## src/rtl/rle_decode_ctrl.sv

```systemverilog
// rle_decode_ctrl
//   Fetches (pixel, count) pairs from the compressed-image memory, hands each
//   non-empty pair to the RLE decoder as a single valid beat, and writes the
//   expanded pixels it returns into the frame buffer.
//
// Ports
//   clk, rst        : clock (rising edge), asynchronous active-low reset
//   start/num_pairs : frame request, accepted only when idle
//   cmem_*          : compressed-memory read port (data one cycle after cmem_rd)
//   dec_*           : decoder input beat and decoder pixel stream
//   fb_*            : frame-buffer write port (registered)
//   busy/done/error : frame status; error is the sticky overflow flag
//   pix_total       : pixels written in the current/last frame (saturating)
//
// Build option
//   RLE_CTRL_OVERFLOW_CHECK_EN : stop the frame with error once FRAME_PIXELS
//                                pixels have been written. Undefined: no
//                                limit, error stays 0 and fb_addr wraps.

module rle_decode_ctrl #(
    parameter int unsigned ADDR_W       = 10,
    parameter int unsigned FB_ADDR_W    = 10,
    parameter int unsigned FRAME_PIXELS = 1024
) (
    input  logic                 clk,
    input  logic                 rst,
    input  logic                 start,
    input  logic [ADDR_W:0]      num_pairs,
    output logic                 cmem_rd,
    output logic [ADDR_W-1:0]    cmem_addr,
    input  logic [7:0]           cmem_pixel,
    input  logic [7:0]           cmem_count,
    output logic [7:0]           dec_data,
    output logic [7:0]           dec_count,
    output logic                 dec_valid,
    input  logic [7:0]           dec_pixel,
    input  logic                 dec_valid_out,
    output logic                 fb_we,
    output logic [FB_ADDR_W-1:0] fb_addr,
    output logic [7:0]           fb_data,
    output logic                 busy,
    output logic                 done,
    output logic                 error,
    output logic [FB_ADDR_W:0]   pix_total
);

    localparam int unsigned PT_W = FB_ADDR_W + 1;
    localparam int unsigned PI_W = ADDR_W + 1;
    localparam logic [PT_W-1:0] PT_MAX      = '1;
    localparam logic [PT_W-1:0] FRAME_LIMIT = PT_W'(FRAME_PIXELS);

`ifdef RLE_CTRL_OVERFLOW_CHECK_EN
    localparam bit OVF_CHECK = 1'b1;
`else
    localparam bit OVF_CHECK = 1'b0;
`endif

    typedef enum logic [2:0] {
        S_IDLE,
        S_FETCH,
        S_RDWAIT,
        S_ISSUE,
        S_DRAIN,
        S_NEXT,
        S_DONE
    } state_t;

    state_t                state_q, state_d;
    logic [PI_W-1:0]       pair_idx_q, pair_idx_d;
    logic [PI_W-1:0]       num_pairs_q, num_pairs_d;
    logic [7:0]            cur_pix_q, cur_pix_d;
    logic [7:0]            cur_cnt_q, cur_cnt_d;
    logic [7:0]            run_ctr_q, run_ctr_d;
    logic [FB_ADDR_W-1:0]  wr_ptr_q, wr_ptr_d;
    logic                  cmem_rd_q, cmem_rd_d;
    logic [ADDR_W-1:0]     cmem_addr_q, cmem_addr_d;
    logic                  dec_valid_q, dec_valid_d;
    logic                  fb_we_q, fb_we_d;
    logic [FB_ADDR_W-1:0]  fb_addr_q, fb_addr_d;
    logic [7:0]            fb_data_q, fb_data_d;
    logic                  busy_q, busy_d;
    logic                  done_q, done_d;
    logic                  error_q, error_d;
    logic [PT_W-1:0]       pix_total_q, pix_total_d;
    logic                  ovf_c;

    // Frame already full; only reachable when the overflow check is built in
    assign ovf_c = OVF_CHECK && (pix_total_q == FRAME_LIMIT);

    // Next-state and registered-output logic
    always_comb begin
        state_d     = state_q;
        pair_idx_d  = pair_idx_q;
        num_pairs_d = num_pairs_q;
        cur_pix_d   = cur_pix_q;
        cur_cnt_d   = cur_cnt_q;
        run_ctr_d   = run_ctr_q;
        wr_ptr_d    = wr_ptr_q;
        cmem_addr_d = cmem_addr_q;
        fb_addr_d   = fb_addr_q;
        fb_data_d   = fb_data_q;
        error_d     = error_q;
        pix_total_d = pix_total_q;
        fb_we_d     = 1'b0;
        // done trails the DONE state by one cycle, landing as busy drops
        done_d      = (state_q == S_DONE);

        unique case (state_q)
            S_IDLE: begin
                if (start) begin
                    pair_idx_d  = '0;
                    num_pairs_d = num_pairs;
                    wr_ptr_d    = '0;
                    fb_addr_d   = '0;
                    pix_total_d = '0;
                    error_d     = 1'b0;
                    state_d     = (num_pairs == '0) ? S_DONE : S_FETCH;
                end
            end
            S_FETCH: begin
                state_d = S_RDWAIT;
            end
            S_RDWAIT: begin
                cur_pix_d = cmem_pixel;
                cur_cnt_d = cmem_count;
                // Zero-length runs never reach the decoder
                state_d   = (cmem_count == 8'd0) ? S_NEXT : S_ISSUE;
            end
            S_ISSUE: begin
                run_ctr_d = 8'd0;
                state_d   = S_DRAIN;
            end
            S_DRAIN: begin
                if (dec_valid_out) begin
                    if (ovf_c) begin
                        error_d = 1'b1;
                        state_d = S_DONE;
                    end else begin
                        fb_we_d     = 1'b1;
                        fb_data_d   = dec_pixel;
                        fb_addr_d   = wr_ptr_q;
                        wr_ptr_d    = wr_ptr_q + FB_ADDR_W'(1);
                        pix_total_d = (pix_total_q == PT_MAX) ? pix_total_q
                                                              : pix_total_q + PT_W'(1);
                        run_ctr_d   = run_ctr_q + 8'd1;
                        if ((run_ctr_q + 8'd1) == cur_cnt_q) begin
                            state_d = S_NEXT;
                        end
                    end
                end
            end
            S_NEXT: begin
                pair_idx_d = pair_idx_q + PI_W'(1);
                state_d    = (pair_idx_d == num_pairs_q) ? S_DONE : S_FETCH;
            end
            S_DONE: begin
                state_d = S_IDLE;
            end
            default: begin
                state_d = S_IDLE;
            end
        endcase

        // Strobes decoded from the state being entered so they align with it
        cmem_rd_d   = (state_d == S_FETCH);
        dec_valid_d = (state_d == S_ISSUE);
        busy_d      = (state_d != S_IDLE);
        if (state_d == S_FETCH) begin
            cmem_addr_d = ADDR_W'(pair_idx_d);
        end
    end

    // State and output registers
    always_ff @(posedge clk or negedge rst) begin
        if (!rst) begin
            state_q     <= S_IDLE;
            pair_idx_q  <= '0;
            num_pairs_q <= '0;
            cur_pix_q   <= '0;
            cur_cnt_q   <= '0;
            run_ctr_q   <= '0;
            wr_ptr_q    <= '0;
            cmem_rd_q   <= 1'b0;
            cmem_addr_q <= '0;
            dec_valid_q <= 1'b0;
            fb_we_q     <= 1'b0;
            fb_addr_q   <= '0;
            fb_data_q   <= '0;
            busy_q      <= 1'b0;
            done_q      <= 1'b0;
            error_q     <= 1'b0;
            pix_total_q <= '0;
        end else begin
            state_q     <= state_d;
            pair_idx_q  <= pair_idx_d;
            num_pairs_q <= num_pairs_d;
            cur_pix_q   <= cur_pix_d;
            cur_cnt_q   <= cur_cnt_d;
            run_ctr_q   <= run_ctr_d;
            wr_ptr_q    <= wr_ptr_d;
            cmem_rd_q   <= cmem_rd_d;
            cmem_addr_q <= cmem_addr_d;
            dec_valid_q <= dec_valid_d;
            fb_we_q     <= fb_we_d;
            fb_addr_q   <= fb_addr_d;
            fb_data_q   <= fb_data_d;
            busy_q      <= busy_d;
            done_q      <= done_d;
            error_q     <= error_d;
            pix_total_q <= pix_total_d;
        end
    end

    assign cmem_rd   = cmem_rd_q;
    assign cmem_addr = cmem_addr_q;
    // Latched pair doubles as the decoder payload; qualified by dec_valid
    assign dec_data  = cur_pix_q;
    assign dec_count = cur_cnt_q;
    assign dec_valid = dec_valid_q;
    assign fb_we     = fb_we_q;
    assign fb_addr   = fb_addr_q;
    assign fb_data   = fb_data_q;
    assign busy      = busy_q;
    assign done      = done_q;
    assign error     = error_q;
    assign pix_total = pix_total_q;

endmodule

```

## config.mk

```make
export PLATFORM = sky130hd
export DESIGN_NAME = rle_decode_ctrl
export DESIGN_NICKNAME = d
export VERILOG_FILES = /design/src/rtl/rle_decode_ctrl.sv
export SDC_FILE = /design/constraint.sdc
export NUM_CORES = 1
export LEC_CHECK = 0
export CAP_MARGIN = 5
export CELL_PAD_IN_SITES_DETAIL_PLACEMENT = 1
export CELL_PAD_IN_SITES_GLOBAL_PLACEMENT = 2
export CORE_MARGIN = 3
export CORE_UTILIZATION = 35
export CTS_BUF_LIST = sky130_fd_sc_hd__clkbuf_16
export DETAILED_ROUTE_END_ITERATION = 8
export GPL_TIMING_DRIVEN = 0
export PLACE_DENSITY_LB_ADDON = 0.1
export SKIP_LAST_GASP = 1
export SLEW_MARGIN = 10
export SYNTH_ARGS = -nofsm -noshare
export SYNTH_HDL_FRONTEND = slang
export SYNTH_SLANG_ARGS = --single-unit
```

## constraint.sdc

```tcl
create_clock -name clk -period 6.8 [get_ports clk]
set_clock_uncertainty 0.1 [all_clocks]
set_input_delay 0.68 -clock clk [delete_from_list [all_inputs] [get_ports clk]]
set_output_delay 0.68 -clock clk [all_outputs]
set_load 0.01 [all_outputs]
```

==> results of run 1 <==
where the power goes:
part	leakage (nW)	internal, mW	switching [mW]	total, mW
sequential	1.36	0.761	0.116	0.877
combinational	1.35	0.437	0.441	0.877
clock	0.138	0.279	0.231	0.511
metrics by stage:
| step | util [%] | setup slack, ps | hold slack [ps] | instance area [um2] |
|---|---|---|---|---|
| after floorplan | - | 4294 | 284.4 | 4984 |
| after global placement | 45.62 | 794.9 | 360.1 | 6185 |
| after detailed placement | 45.83 | 3605 | 370.3 | 6213 |
| after CTS | 47.89 | 3967 | 87.78 | 6492 |
| after global routing | 47.89 | 3817 | 92.07 | 6492 |
| final | 47.89 | 3984 | 89.70 | 6492 |
worst paths after layout:
check | cells past startpoint | end
worst max-delay path | 9 | cmem_addr[5]
worst min-delay path | 1 | pix_total[6]
worst max register to register | 9 | cmem_addr[5]
worst min register to register | 2 | fb_data[4]
max in group asynchronous | 2 | dec_count[6]
min in group clk | 2 | fb_data[4]
state kept, by name, summed over array words and instances, names as in the netlist:
signal and flops:
dec_data 8, state_q 3, run_ctr_q 8, pair_idx_q 11
done 1, num_pairs_q 11, dec_valid 1, cmem_addr 10
dec_count 8, pix_total 11, fb_we 1, cmem_rd 1
busy 1, wr_ptr_q 10, fb_data 8, fb_addr 10
placed cells by master (no fill, tap or decap), types with 5 or more instances in the layout:
master and count:
sky130_fd_sc_hd__and3_1 7, sky130_fd_sc_hd__nand4_1 7, sky130_fd_sc_hd__mux2_2 16, sky130_fd_sc_hd__mux2_4 9, sky130_fd_sc_hd__clkbuf_16 9, sky130_fd_sc_hd__a21oi_1 8, sky130_fd_sc_hd__nand2b_1 7, sky130_fd_sc_hd__nor2_1 40
sky130_fd_sc_hd__nand3_1 17, sky130_fd_sc_hd__xor2_1 21, sky130_fd_sc_hd__o21ai_0 26, sky130_fd_sc_hd__dfrtp_1 103, sky130_fd_sc_hd__clkbuf_1 10, sky130_fd_sc_hd__nand2_1 89, sky130_fd_sc_hd__clkdlybuf4s50_1 97, sky130_fd_sc_hd__a22o_1 13
sky130_fd_sc_hd__buf_2 5, sky130_fd_sc_hd__o31ai_1 6, sky130_fd_sc_hd__xnor2_1 19
final cells by class:
cell class | instances | area, um2 | share of cell area [%]
buffer | 23 | 126.4 | 1.946
clock buffer | 9 | 225.2 | 3.469
clock inverter | 6 | 53.80 | 0.8287
inverter | 6 | 22.52 | 0.3469
multi-input combinational | 352 | 2257 | 34.77
sequential | 103 | 2577 | 39.70
tap | 176 | 220.2 | 3.392
timing repair buffer | 99 | 1010 | 15.55
logic make-up (layout without fill, tap and decap cells):
group                    after synthesis  in the layout  synth area share, %
AO/OA/AOI/OAI                         73             73                10.24
flip-flops                           103            103                51.72
multiplexers                          28             28                6.955
buffers and inverters                 29            143                2.987
XOR/XNOR                              40             40                7.030
other                                  1              1              0.07525
adder cells (fa/ha/maj)                4              4                1.004
AND/OR/NAND/NOR                      206            206                19.99
per-layer routing:
| layer | up-vias | part of all wire [%] |
|---|---|---|
| li1 | 1881 | - |
| met1 | 1934 | 46 |
| met2 | 63 | 48 |
| met3 | 13 | 4.2 |
| met4 | 0 | 1.1 |
| met5 | - | 0 |
==> report_table.html, run 1 <==
<table>
<tr><th>Metric</th><th>Value</th></tr>
<tr><th colspan="2">Outcome</th></tr>
<tr><td>Status</td><td>finished clean</td></tr>
<tr><th colspan="2">Synth</th></tr>
<tr><td>Synth cell types</td><td>65</td></tr>
<tr><td>Most common flop cell mapped by yosys</td><td>sky130_fd_sc_hd__dfrtp_1</td></tr>
<tr><td>Number of instances in the synthesized netlist</td><td>484</td></tr>
<tr><td>Top cells by area in the synthesized netlist</td><td>sky130_fd_sc_hd__dfrtp_1 52%, sky130_fd_sc_hd__nand2_1 6.7%, sky130_fd_sc_hd__xor2_1 3.7%, sky130_fd_sc_hd__mux2_2 3.6%, sky130_fd_sc_hd__xnor2_1 3.3%</td></tr>
<tr><td>Sequential element share of the synthesized area</td><td>51.72%</td></tr>
<tr><td>Synth warn</td><td>0</td></tr>
<tr><td>Proportion of synthesized flip-flops having asynchronous set or reset</td><td>100.0%</td></tr>
<tr><td>Number of enable-type register cells in the synthesized netlist</td><td>0</td></tr>
<tr><td>Most frequent cell after synthesis</td><td>sky130_fd_sc_hd__dfrtp_1</td></tr>
<tr><td>Synthesized Nets</td><td>527</td></tr>
<tr><td>Commonest cells in the netlist</td><td>103 x sky130_fd_sc_hd__dfrtp_1, 89 x sky130_fd_sc_hd__nand2_1, 40 x sky130_fd_sc_hd__nor2_1</td></tr>
<tr><td>Largest area contributor in the synthesized netlist</td><td>sky130_fd_sc_hd__dfrtp_1</td></tr>
<tr><td>Share of Yosys cell area claimed by the top area cell type</td><td>51.72%</td></tr>
<tr><td>Cell area after technology mapping</td><td>0.004984 mm2</td></tr>
<tr><td>Synth Register Bits</td><td>103</td></tr>
<tr><td>Synthesized area divided by synthesized cell count</td><td>10.30 um2</td></tr>
<tr><th colspan="2">Floorplan</th></tr>
<tr><td>Placement Rows</td><td>42</td></tr>
<tr><td>Total die area</td><td>0.01571 mm2</td></tr>
<tr><td>CORE AREA</td><td>0.01356 mm2</td></tr>
<tr><td>Starting density of the core</td><td>36.76%</td></tr>
<tr><td>Die width</td><td>125.3 um</td></tr>
<tr><td>Vertical die dimension</td><td>125.3 um</td></tr>
<tr><td>Number of top-level design ports</td><td>100</td></tr>
<tr><th colspan="2">Global route</th></tr>
<tr><td>Number of global-route vias before repair</td><td>4289</td></tr>
<tr><td>Global-route wire length before repair</td><td>22560 um</td></tr>
<tr><td>Number of antenna violations at the first check in global routing</td><td>0</td></tr>
<tr><td>Most Used Layer, Global Route</td><td>met2</td></tr>
<tr><td>Routing usage on met1</td><td>23.22%</td></tr>
<tr><td>Met2 usage in global routing</td><td>28.60%</td></tr>
<tr><td>Met3 capacity usage during global routing</td><td>5.117%</td></tr>
<tr><td>Total grt overflow</td><td>0</td></tr>
<tr><td>GRT Resource Usage Total</td><td>17.53%</td></tr>
<tr><td>Maximum number of pins on one net before global-route repair</td><td>76</td></tr>
<tr><th colspan="2">Power and ir drop</th></tr>
<tr><td>Power Dens Cells</td><td>348.8 mW/mm2</td></tr>
<tr><td>Tot Pwr</td><td>2.265 mW</td></tr>
<tr><td>Peak supply drop</td><td>0.2032 mV</td></tr>
<tr><td>P_leak</td><td>2.846 nW</td></tr>
<tr><th colspan="2">Worst setup path</th></tr>
<tr><td>Register-to-Register Setup Slack</td><td>4010 ps</td></tr>
<tr><td>Number of buffer and inverter stages on the critical path</td><td>2</td></tr>
<tr><td>Startpoint type of the worst setup path</td><td>primary input</td></tr>
<tr><td>WP data arrival</td><td>2950 ps</td></tr>
<tr><td>Kind of critical path</td><td>primary input to flop</td></tr>
<tr><td>Data required time of the critical path</td><td>6930 ps</td></tr>
<tr><td>Max stage delay cell, worst path</td><td>sky130_fd_sc_hd__clkdlybuf4s50_1</td></tr>
<tr><td>Worst reg2reg startpoint</td><td>run_ctr_q[0]</td></tr>
<tr><td>Largest stage delay on the critical path</td><td>490 ps</td></tr>
<tr><td>Kind of end point of the critical path</td><td>flop</td></tr>
<tr><td>Worst Setup SP</td><td>dec_valid_out</td></tr>
<tr><td>Series of cell instances along the critical path</td><td>clkdlybuf4s50_1 -&gt; nand4bb_1 -&gt; nor3_1 -&gt; nand4_1 -&gt; a311oi_2 -&gt; a21o_1 -&gt; o211a_4 -&gt; buf_8 -&gt; mux2_4</td></tr>
<tr><td>Maximum net fanout on the critical path</td><td>10</td></tr>
<tr><td>Top Family by Delay on Critical Path</td><td>compound AO/OA/AOI/OAI gates</td></tr>
<tr><th colspan="2">Timing</th></tr>
<tr><td>Period Utilization, post-route</td><td>41.41%</td></tr>
<tr><td>Post-Route Setup TNS</td><td>0 ps</td></tr>
<tr><td>Pins over their slew limit</td><td>0</td></tr>
<tr><td>Measured slew at the worst slew-check pin</td><td>791.9 ps</td></tr>
<tr><td>Tmin final</td><td>2816 ps</td></tr>
<tr><td>Maximum clock frequency</td><td>0.3551 GHz</td></tr>
<tr><td>Slew headroom</td><td>46.96%</td></tr>
<tr><td>Hold Fails Final Rpt</td><td>0</td></tr>
<tr><td>Number of failing setup endpoints in the final timing report</td><td>0</td></tr>
<tr><td>Unrepaired setup endpoints after global routing</td><td>no</td></tr>
<tr><th colspan="2">Detailed routing</th></tr>
<tr><td>Total Wirelength</td><td>12980 um</td></tr>
<tr><td>Routed vias/inst</td><td>5.027</td></tr>
<tr><td>Drt wl/cell</td><td>16.77 um</td></tr>
<tr><td>Post-detailed-route count of antenna-violating nets</td><td>0</td></tr>
<tr><td>Drt drc</td><td>0</td></tr>
<tr><td>Number of design-rule violations left by the first detailed-router iteration</td><td>204</td></tr>
<tr><td>DRT Pass-1 Iters</td><td>4</td></tr>
<tr><td>Vias</td><td>3891</td></tr>
<tr><th colspan="2">Cells and area</th></tr>
<tr><td>Area Growth Syn to Fin</td><td>30.28%</td></tr>
<tr><td>Fraction of layout cells with a size suffix above 1</td><td>10.37%</td></tr>
<tr><td>Fill cell total of the finished layout</td><td>1522</td></tr>
<tr><td>Final non-filler cell total</td><td>774</td></tr>
<tr><td>Post-layout net count</td><td>637</td></tr>
<tr><td>Inserted Diodes</td><td>0</td></tr>
<tr><th colspan="2">Place</th></tr>
<tr><td>Post-Place Cells</td><td>759</td></tr>
<tr><td>DPL Wire Length</td><td>9550 um</td></tr>
<tr><td>Final weighted congestion of routability-driven global placement</td><td>0.7863</td></tr>
<tr><td>Number of port buffers</td><td>98</td></tr>
<tr><th colspan="2">Run</th></tr>
<tr><td>Number of max-cap violations</td><td>0</td></tr>
<tr><th colspan="2">Clocking</th></tr>
<tr><td>Clk sink count</td><td>103</td></tr>
<tr><td>H-tree levels</td><td>3</td></tr>
<tr><td>Maximum clock insertion buffer count</td><td>2</td></tr>
<tr><td>Hold Buf Count CTS</td><td>0</td></tr>
<tr><td>CTS resizes</td><td>0</td></tr>
<tr><td>Total CTS buffers</td><td>9</td></tr>
<tr><td>Clock latency at the later pin of the worst-skew pair</td><td>350 ps</td></tr>
<tr><td>Post-CTS setup buffers</td><td>0</td></tr>
<tr><td>CTS Root Buffer Type</td><td>sky130_fd_sc_hd__clkbuf_16</td></tr>
<tr><td>Clock slew at reported path FFs</td><td>70 ps</td></tr>
<tr><td>TritonCTS clock tree</td><td>yes</td></tr>
<tr><th colspan="2">Worst hold path</th></tr>
<tr><td>Hold Path Class</td><td>primary input to asynchronous set/reset pin</td></tr>
</table>
Note: power is estimated with default switching activity, not from simulation.
==> run 2: changes to the inputs <==
--- a/config.mk
+++ b/config.mk
@@ -9,7 +9,7 @@
 export CELL_PAD_IN_SITES_DETAIL_PLACEMENT = 1
 export CELL_PAD_IN_SITES_GLOBAL_PLACEMENT = 2
 export CORE_MARGIN = 3
-export CORE_UTILIZATION = 35
+export CORE_UTILIZATION = 29
 export CTS_BUF_LIST = sky130_fd_sc_hd__clkbuf_16
 export DETAILED_ROUTE_END_ITERATION = 8
 export GPL_TIMING_DRIVEN = 0
==> constraint.sdc (replaced) <==
create_clock -name clk -period 2.3 [get_ports clk]
set_clock_uncertainty 0.1 [all_clocks]
set_input_delay 0.23 -clock clk [delete_from_list [all_inputs] [get_ports clk]]
set_output_delay 0.23 -clock clk [all_outputs]
set_load 0.01 [all_outputs]
==> run 2 against run 1 <==
Compared with the run above:
- the run now ends with setup timing left
- worst setup slack lost 4300 ps
- count of clock-buffer cells in the layout is the same
- flip-flop and latch count is the same
- core utilization shrank 6.7 points
- first-iteration DRC count shrank 55%
- combinational power grew to 3.4 times the previous value
- worst hold slack gained 110 ps
- register-to-register slack lost 4300 ps
- global-route usage shrank 2.1 points
- power grew to 3.1 times the previous value
- critical path depth shrank 1
- clock power grew to 2.9 times the previous value
==> report_table.html, run 2 (synthesized netlist as in run 1, its figures left out) <==
<table>
<tr><th>Metric</th><th>Value</th></tr>
<tr><th colspan="2">Outcome</th></tr>
<tr><td>Status</td><td>finished with violations</td></tr>
<tr><td>Violations in the final reports</td><td>setup timing</td></tr>
<tr><th colspan="2">Place</th></tr>
<tr><td>Setup slack after placement</td><td>-513.9 ps</td></tr>
<tr><td>Final weighted congestion of routability-driven global placement</td><td>0.7564</td></tr>
<tr><td>Post-Place Cells</td><td>803</td></tr>
<tr><td>Number of port buffers</td><td>98</td></tr>
<tr><td>DPL Wire Length</td><td>9916 um</td></tr>
<tr><th colspan="2">Worst setup path</th></tr>
<tr><td>Largest stage delay on the critical path</td><td>490 ps</td></tr>
<tr><td>Worst reg2reg path depth</td><td>8</td></tr>
<tr><td>Max stage delay cell, worst path</td><td>sky130_fd_sc_hd__dfrtp_1</td></tr>
<tr><td>Register-to-Register Setup Slack</td><td>-300 ps</td></tr>
<tr><td>R2r endpoint</td><td>cmem_addr[4]</td></tr>
<tr><td>Data required time of the critical path</td><td>2430 ps</td></tr>
<tr><td>Worst Setup SP</td><td>pair_idx_q[2]</td></tr>
<tr><td>Kind of critical path</td><td>flop to flop</td></tr>
<tr><td>Series of cell instances along the critical path</td><td>and3_4 -&gt; nand2_2 -&gt; nor2_4 -&gt; mux2_2 -&gt; a211o_1 -&gt; o211a_4 -&gt; clkbuf_16 -&gt; mux2_4</td></tr>
<tr><td>Startpoint type of the worst setup path</td><td>flop</td></tr>
<tr><td>Kind of end point of the critical path</td><td>flop</td></tr>
<tr><td>WP data arrival</td><td>2730 ps</td></tr>
<tr><td>Worst reg2reg startpoint</td><td>pair_idx_q[2]</td></tr>
<tr><td>Maximum net fanout on the critical path</td><td>7</td></tr>
<tr><th colspan="2">Run</th></tr>
<tr><td>Number of max-cap violations</td><td>0</td></tr>
<tr><th colspan="2">Cells and area</th></tr>
<tr><td>Fraction of layout cells with a size suffix above 1</td><td>16.86%</td></tr>
<tr><td>Inserted Diodes</td><td>0</td></tr>
<tr><td>Final non-filler cell total</td><td>831</td></tr>
<tr><td>Area Growth Syn to Fin</td><td>37.94%</td></tr>
<tr><td>Post-layout net count</td><td>649</td></tr>
<tr><td>Most frequent cells in the layout</td><td>101 x sky130_fd_sc_hd__dfrtp_1, 97 x sky130_fd_sc_hd__clkdlybuf4s50_1, 89 x sky130_fd_sc_hd__nand2_1</td></tr>
<tr><td>Commonest non-fill, non-tap cell in the layout</td><td>sky130_fd_sc_hd__dfrtp_1</td></tr>
<tr><th colspan="2">Timing</th></tr>
<tr><td>Tmin final</td><td>2602 ps</td></tr>
<tr><td>Hold Fails Final Rpt</td><td>0</td></tr>
<tr><td>Post-Route Setup TNS</td><td>-2858 ps</td></tr>
<tr><td>Slew headroom</td><td>46.73%</td></tr>
<tr><td>Pins over their slew limit</td><td>0</td></tr>
<tr><td>Unrepaired setup endpoints after global routing</td><td>yes</td></tr>
<tr><td>Setup slack after layout</td><td>-301.8 ps</td></tr>
<tr><td>Maximum clock frequency</td><td>0.3844 GHz</td></tr>
<tr><td>Measured slew at the worst slew-check pin</td><td>795.3 ps</td></tr>
<tr><td>Period Utilization, post-route</td><td>113.1%</td></tr>
<tr><td>Number of failing setup endpoints in the final timing report</td><td>11</td></tr>
<tr><th colspan="2">Floorplan</th></tr>
<tr><td>Total die area</td><td>0.01879 mm2</td></tr>
<tr><td>Placement Rows</td><td>47</td></tr>
<tr><td>Vertical die dimension</td><td>137.1 um</td></tr>
<tr><td>Number of top-level design ports</td><td>100</td></tr>
<tr><td>Die width</td><td>137.1 um</td></tr>
<tr><td>Starting density of the core</td><td>29.84%</td></tr>
<tr><td>CORE AREA</td><td>0.01670 mm2</td></tr>
<tr><th colspan="2">Clocking</th></tr>
<tr><td>H-tree levels</td><td>3</td></tr>
<tr><td>Clk sink count</td><td>103</td></tr>
<tr><td>CTS Root Buffer Type</td><td>sky130_fd_sc_hd__clkbuf_16</td></tr>
<tr><td>Total CTS buffers</td><td>9</td></tr>
<tr><td>Clock latency at the later pin of the worst-skew pair</td><td>350 ps</td></tr>
<tr><td>TritonCTS clock tree</td><td>yes</td></tr>
<tr><td>Clock slew at reported path FFs</td><td>60 ps</td></tr>
<tr><td>Maximum clock insertion buffer count</td><td>2</td></tr>
<tr><th colspan="2">Global route</th></tr>
<tr><td>GRT Resource Usage Total</td><td>15.45%</td></tr>
<tr><td>Total grt overflow</td><td>0</td></tr>
<tr><td>Maximum number of pins on one net before global-route repair</td><td>82</td></tr>
<tr><td>Number of global-route vias before repair</td><td>4290</td></tr>
<tr><td>Number of antenna violations at the first check in global routing</td><td>0</td></tr>
<tr><td>Global-route wire length before repair</td><td>22690 um</td></tr>
<tr><th colspan="2">Power and ir drop</th></tr>
<tr><td>Peak supply drop</td><td>0.5053 mV</td></tr>
<tr><td>Gate power share</td><td>42.4%</td></tr>
<tr><td>Clk pwr share</td><td>21.1%</td></tr>
<tr><td>Net switching fraction of the power</td><td>35.50%</td></tr>
<tr><td>Proportion of power drawn by flip-flops and latches</td><td>36.5%</td></tr>
<tr><td>Psw</td><td>2.529 mW</td></tr>
<tr><td>Power Dens Cells</td><td>1036 mW/mm2</td></tr>
<tr><td>P_leak</td><td>2.960 nW</td></tr>
<tr><td>Internal Power</td><td>4.595 mW</td></tr>
<tr><th colspan="2">Detailed routing</th></tr>
<tr><td>Vias</td><td>3951</td></tr>
<tr><td>Post-detailed-route count of antenna-violating nets</td><td>0</td></tr>
<tr><td>Routed vias/inst</td><td>4.755</td></tr>
<tr><td>Drt drc</td><td>0</td></tr>
<tr><td>Number of design-rule violations left by the first detailed-router iteration</td><td>91</td></tr>
<tr><td>DRT Pass-1 Iters</td><td>4</td></tr>
<tr><td>Drt wl/cell</td><td>16.80 um</td></tr>
<tr><td>Total Wirelength</td><td>13960 um</td></tr>
<tr><th colspan="2">Worst hold path</th></tr>
<tr><td>Hold Path Class</td><td>primary input to asynchronous set/reset pin</td></tr>
</table>
## run 2: changes by cell type in the layout (fill, tap and decap cells not counted), moves of 4 or more
cell	delta
sky130_fd_sc_hd__buf_4	+9
sky130_fd_sc_hd__clkbuf_1	-4
sky130_fd_sc_hd__clkbuf_2	+4
sky130_fd_sc_hd__nor2_1	-5
sky130_fd_sc_hd__nor2_2	+4
## run 2: critical path, delay by kind of cell, from the launching register on
family / cells / cell delay (ps)
buf+inv: 1 / 170
compound gates: 2 / 570
mux: 2 / 640
simple gates: 3 / 520
flops: 1 / 490
## run 2: worst max-delay path by stage
| stage | end | slack [ps] | depth (start not counted) |
|---|---|---|---|
| floorplan | cmem_addr[1] | -140 | 9 |
| global placement | dec_data[6] | -3350 | 1 |
| detailed placement | cmem_addr[9] | -510 | 9 |
| CTS | cmem_addr[9] | -300 | 9 |
| global route | cmem_addr[4] | -390 | 9 |
| finish | cmem_addr[4] | -300 | 8 |
## run 2: per-stage QoR
| stage | total power, mW | instance area [um2] | hold slack (ps) | util (%) |
|---|---|---|---|---|
| floorplan | 4.133 | 5005 | -165.6 | - |
| global placement | 5.227 | 6261 | 359.3 | 37.49 |
| detailed placement | 5.312 | 6290 | 1.994 | 37.66 |
| CTS | 7.024 | 6709 | 188.6 | 40.17 |
| global route | 7.633 | 6874 | 218.7 | 41.16 |
| finish | 7.124 | 6874 | 198.4 | 41.16 |
## run 2: layout make-up
class / instances / area, um2
Tap cell: 220 / 275.3
Inverter: 6 / 22.52
Multi-Input combinational cell: 352 / 2449
Sequential cell: 103 / 2580
Clock buffer: 9 / 225.2
Fill cell: 1860 / 9827
Timing Repair Buffer: 112 / 1135
Buffer: 22 / 132.6
Clock inverter: 7 / 55.05
## run 2: routing by layer
layer	up-vias	track usage, %	part of all wire [%]
met5	-	0	0
met4	0	4.213	0.99
met3	7	3.897	3.3
met2	71	25.83	49
met1	1964	19.90	47
li1	1909	-	-
## run 2: repair_timing
| action | 4_1_cts | 5_1_grt |
|---|---|---|
| hold buffers | 1 | 0 |
| gates cloned | 0 | 1 |
| pin swaps | 3 | 12 |
| endpoints found under the setup margin | 27 | 42 |
| setup buffers | 9 | 2 |
| endpoints found under the hold margin | 24 | 0 |
| gates resized for setup | 11 | 29 |
## run 2: power groups by stage
stage	clock [mW]	combinational, mW	sequential (mW)
3_5_place_dp	0	2.68	2.63
2_1_floorplan	0	1.44	2.69
4_1_cts	1.57	2.86	2.59
5_1_grt	1.65	3.32	2.66
3_3_place_gp	0	2.61	2.61
6_report	1.50	3.02	2.60
==> run 3: changes to the inputs <==
--- a/config.mk
+++ b/config.mk
@@ -11,8 +11,10 @@
 export CORE_MARGIN = 3
 export CORE_UTILIZATION = 29
 export CTS_BUF_LIST = sky130_fd_sc_hd__clkbuf_16
+export CTS_CLUSTER_DIAMETER = 100
 export DETAILED_ROUTE_END_ITERATION = 8
 export GPL_TIMING_DRIVEN = 0
+export MAX_ROUTING_LAYER = met4
 export PLACE_DENSITY_LB_ADDON = 0.1
 export SKIP_LAST_GASP = 1
 export SLEW_MARGIN = 10
==> run 3 against run 2 <==
Compared with the run above:
- the flow still finishes with violations (setup timing)
- cell area did not move
- register-to-register slack barely moved
- global-route usage rose by 0.39 points
- via count rose by 0.28%
==> report_table.html, run 3 (synthesized netlist as in run 1, its figures left out) <==
<table>
<tr><th>Metric</th><th>Value</th></tr>
<tr><th colspan="2">Outcome</th></tr>
<tr><td>Status</td><td>finished with violations</td></tr>
<tr><td>Violations in the final reports</td><td>setup timing</td></tr>
<tr><th colspan="2">Floorplan</th></tr>
<tr><td>Total die area</td><td>0.01879 mm2</td></tr>
<tr><td>Die width</td><td>137.1 um</td></tr>
<tr><td>Vertical die dimension</td><td>137.1 um</td></tr>
<tr><td>Placement Rows</td><td>47</td></tr>
<tr><td>Number of top-level design ports</td><td>100</td></tr>
<tr><td>Starting density of the core</td><td>29.84%</td></tr>
<tr><td>CORE AREA</td><td>0.01670 mm2</td></tr>
<tr><th colspan="2">Worst setup path</th></tr>
<tr><td>Max stage delay cell, worst path</td><td>sky130_fd_sc_hd__dfrtp_1</td></tr>
<tr><td>WP data arrival</td><td>2720 ps</td></tr>
<tr><td>Startpoint type of the worst setup path</td><td>flop</td></tr>
<tr><td>Maximum net fanout on the critical path</td><td>7</td></tr>
<tr><td>Data required time of the critical path</td><td>2430 ps</td></tr>
<tr><td>Series of cell instances along the critical path</td><td>and3_4 -&gt; nand2_2 -&gt; nor2_4 -&gt; mux2_2 -&gt; a211o_1 -&gt; o211a_4 -&gt; clkbuf_16 -&gt; mux2_4</td></tr>
<tr><td>Largest stage delay on the critical path</td><td>490 ps</td></tr>
<tr><td>Kind of critical path</td><td>flop to flop</td></tr>
<tr><td>Kind of end point of the critical path</td><td>flop</td></tr>
<tr><th colspan="2">Cells and area</th></tr>
<tr><td>Fill cell total of the finished layout</td><td>1860</td></tr>
<tr><td>Area Growth Syn to Fin</td><td>37.94%</td></tr>
<tr><td>Final non-filler cell total</td><td>831</td></tr>
<tr><td>Most frequent cells in the layout</td><td>101 x sky130_fd_sc_hd__dfrtp_1, 97 x sky130_fd_sc_hd__clkdlybuf4s50_1, 89 x sky130_fd_sc_hd__nand2_1</td></tr>
<tr><td>Commonest non-fill, non-tap cell in the layout</td><td>sky130_fd_sc_hd__dfrtp_1</td></tr>
<tr><td>Layout Utilization</td><td>41.16%</td></tr>
<tr><td>Fraction of layout cells with a size suffix above 1</td><td>16.86%</td></tr>
<tr><td>Post-layout net count</td><td>649</td></tr>
<tr><td>Inserted Diodes</td><td>0</td></tr>
<tr><th colspan="2">Clocking</th></tr>
<tr><td>CTS Root Buffer Type</td><td>sky130_fd_sc_hd__clkbuf_16</td></tr>
<tr><td>Clock slew at reported path FFs</td><td>60 ps</td></tr>
<tr><td>H-tree levels</td><td>3</td></tr>
<tr><td>Clock latency at the later pin of the worst-skew pair</td><td>350 ps</td></tr>
<tr><td>TritonCTS clock tree</td><td>yes</td></tr>
<tr><td>Maximum clock insertion buffer count</td><td>2</td></tr>
<tr><td>Total CTS buffers</td><td>9</td></tr>
<tr><td>Clk sink count</td><td>103</td></tr>
<tr><th colspan="2">Place</th></tr>
<tr><td>Number of port buffers</td><td>98</td></tr>
<tr><td>Final weighted congestion of routability-driven global placement</td><td>0.7662</td></tr>
<tr><td>DPL Wire Length</td><td>9916 um</td></tr>
<tr><td>Post-Place Cells</td><td>803</td></tr>
<tr><th colspan="2">Timing</th></tr>
<tr><td>Post-Route Setup TNS</td><td>-2801 ps</td></tr>
<tr><td>Fin Hold WS</td><td>202.6 ps</td></tr>
<tr><td>Hold Fails Final Rpt</td><td>0</td></tr>
<tr><td>Unrepaired setup endpoints after global routing</td><td>yes</td></tr>
<tr><td>Measured slew at the worst slew-check pin</td><td>797.1 ps</td></tr>
<tr><td>Period Utilization, post-route</td><td>112.9%</td></tr>
<tr><td>Slew headroom</td><td>46.61%</td></tr>
<tr><td>Number of failing setup endpoints in the final timing report</td><td>11</td></tr>
<tr><td>Setup slack after layout</td><td>-296.5 ps</td></tr>
<tr><td>Pins over their slew limit</td><td>0</td></tr>
<tr><td>Tmin final</td><td>2596 ps</td></tr>
<tr><td>Maximum clock frequency</td><td>0.3851 GHz</td></tr>
<tr><th colspan="2">Global route</th></tr>
<tr><td>Maximum number of pins on one net before global-route repair</td><td>82</td></tr>
<tr><td>Global-route wire length before repair</td><td>22630 um</td></tr>
<tr><td>Total grt overflow</td><td>0</td></tr>
<tr><td>Number of antenna violations at the first check in global routing</td><td>0</td></tr>
<tr><td>GRT Resource Usage Total</td><td>15.84%</td></tr>
<tr><td>Number of global-route vias before repair</td><td>4301</td></tr>
<tr><th colspan="2">Detailed routing</th></tr>
<tr><td>Total Wirelength</td><td>13910 um</td></tr>
<tr><td>Drt drc</td><td>0</td></tr>
<tr><td>DRT Pass-1 Iters</td><td>4</td></tr>
<tr><td>Routed vias/inst</td><td>4.768</td></tr>
<tr><td>Vias</td><td>3962</td></tr>
<tr><td>Number of design-rule violations left by the first detailed-router iteration</td><td>159</td></tr>
<tr><td>Post-detailed-route count of antenna-violating nets</td><td>0</td></tr>
<tr><td>Drt wl/cell</td><td>16.74 um</td></tr>
<tr><th colspan="2">Power and ir drop</th></tr>
<tr><td>Peak supply drop</td><td>0.5069 mV</td></tr>
<tr><td>P_leak</td><td>2.960 nW</td></tr>
<tr><td>Power Dens Cells</td><td>1036 mW/mm2</td></tr>
<tr><th colspan="2">Run</th></tr>
<tr><td>Number of max-cap violations</td><td>0</td></tr>
<tr><th colspan="2">Worst hold path</th></tr>
<tr><td>Hold Path Class</td><td>primary input to asynchronous set/reset pin</td></tr>
</table>
-- run 3: cell counts in the layout (fill, tap and decap cells not counted) --
No cell type changed its count.
-- run 3: layout make-up --
type                            instances  area, um2  share of cell area, %
Clock buffer                            9      225.2                  3.276
Buffer                                 22      132.6                  1.929
Tap cell                              220      275.3                  4.004
Sequential cell                       103       2580                  37.53
Clock inverter                          7      55.05                 0.8009
Multi-Input combinational cell        352       2449                  35.62
Inverter                                6      22.52                 0.3276
Timing Repair Buffer                  112       1135                  16.51
-- run 3: stage by stage --
stage               power, mW  setup slack [ps]  cell area [um2]
finish                  7.122            -296.5             6874
global placement        5.227             -3351             6261
global route            7.629            -388.2             6874
detailed placement      5.312            -513.9             6290
CTS                     7.024            -300.7             6709
floorplan               4.133            -135.9             5005
-- run 3: per-layer routing --
metal	wire [um]	global-route usage [%]	share of wire [%]
met1	6547	20.01	47
met2	6847	25.94	49
met3	389	3.309	2.8
met4	125	4.213	0.90
met5	0	-	0
-- run 3: worst paths after layout --
kind | start | end | slack, ps | cells past startpoint
hold reg to reg | fb_data[6] | fb_data[6] | 370 | 2
setup / recovery | pair_idx_q[2] | cmem_addr[4] | -300 | 8
min in group clk | dec_pixel[3] | fb_data[3] | 310 | 3
hold / removal | rst | pix_total[7] | 200 | 2
max in group asynchronous | rst | run_ctr_q[0] | 1220 | 3
setup reg to reg | pair_idx_q[2] | cmem_addr[4] | -300 | 8
-- run 3: power breakdown --
part | switching (mW) | leakage (nW) | internal [mW]
Sequential | 0.351 | 1.36 | 2.25
Combinational | 1.51 | 1.46 | 1.52
Clock | 0.670 | 0.143 | 0.826
Total | 2.53 | 2.96 | 4.60
-- run 3: worst max-delay path, delay by kind of cell (launching register included) --
family | cells | cell delay [ps]
buf+inv | 1 | 170
flops | 1 | 490
compound gates | 2 | 560
mux | 2 | 640
simple gates | 3 | 520
-- run 3: repair_timing --
item / in CTS / in global routing
cloned: 0 / 1
setup buffers: 9 / 2
hold buffers: 1 / 0
pin swaps: 3 / 12
endpoints found under the hold margin: 24 / 0
gates resized for setup: 11 / 29
setup endpoints to repair: 27 / 41
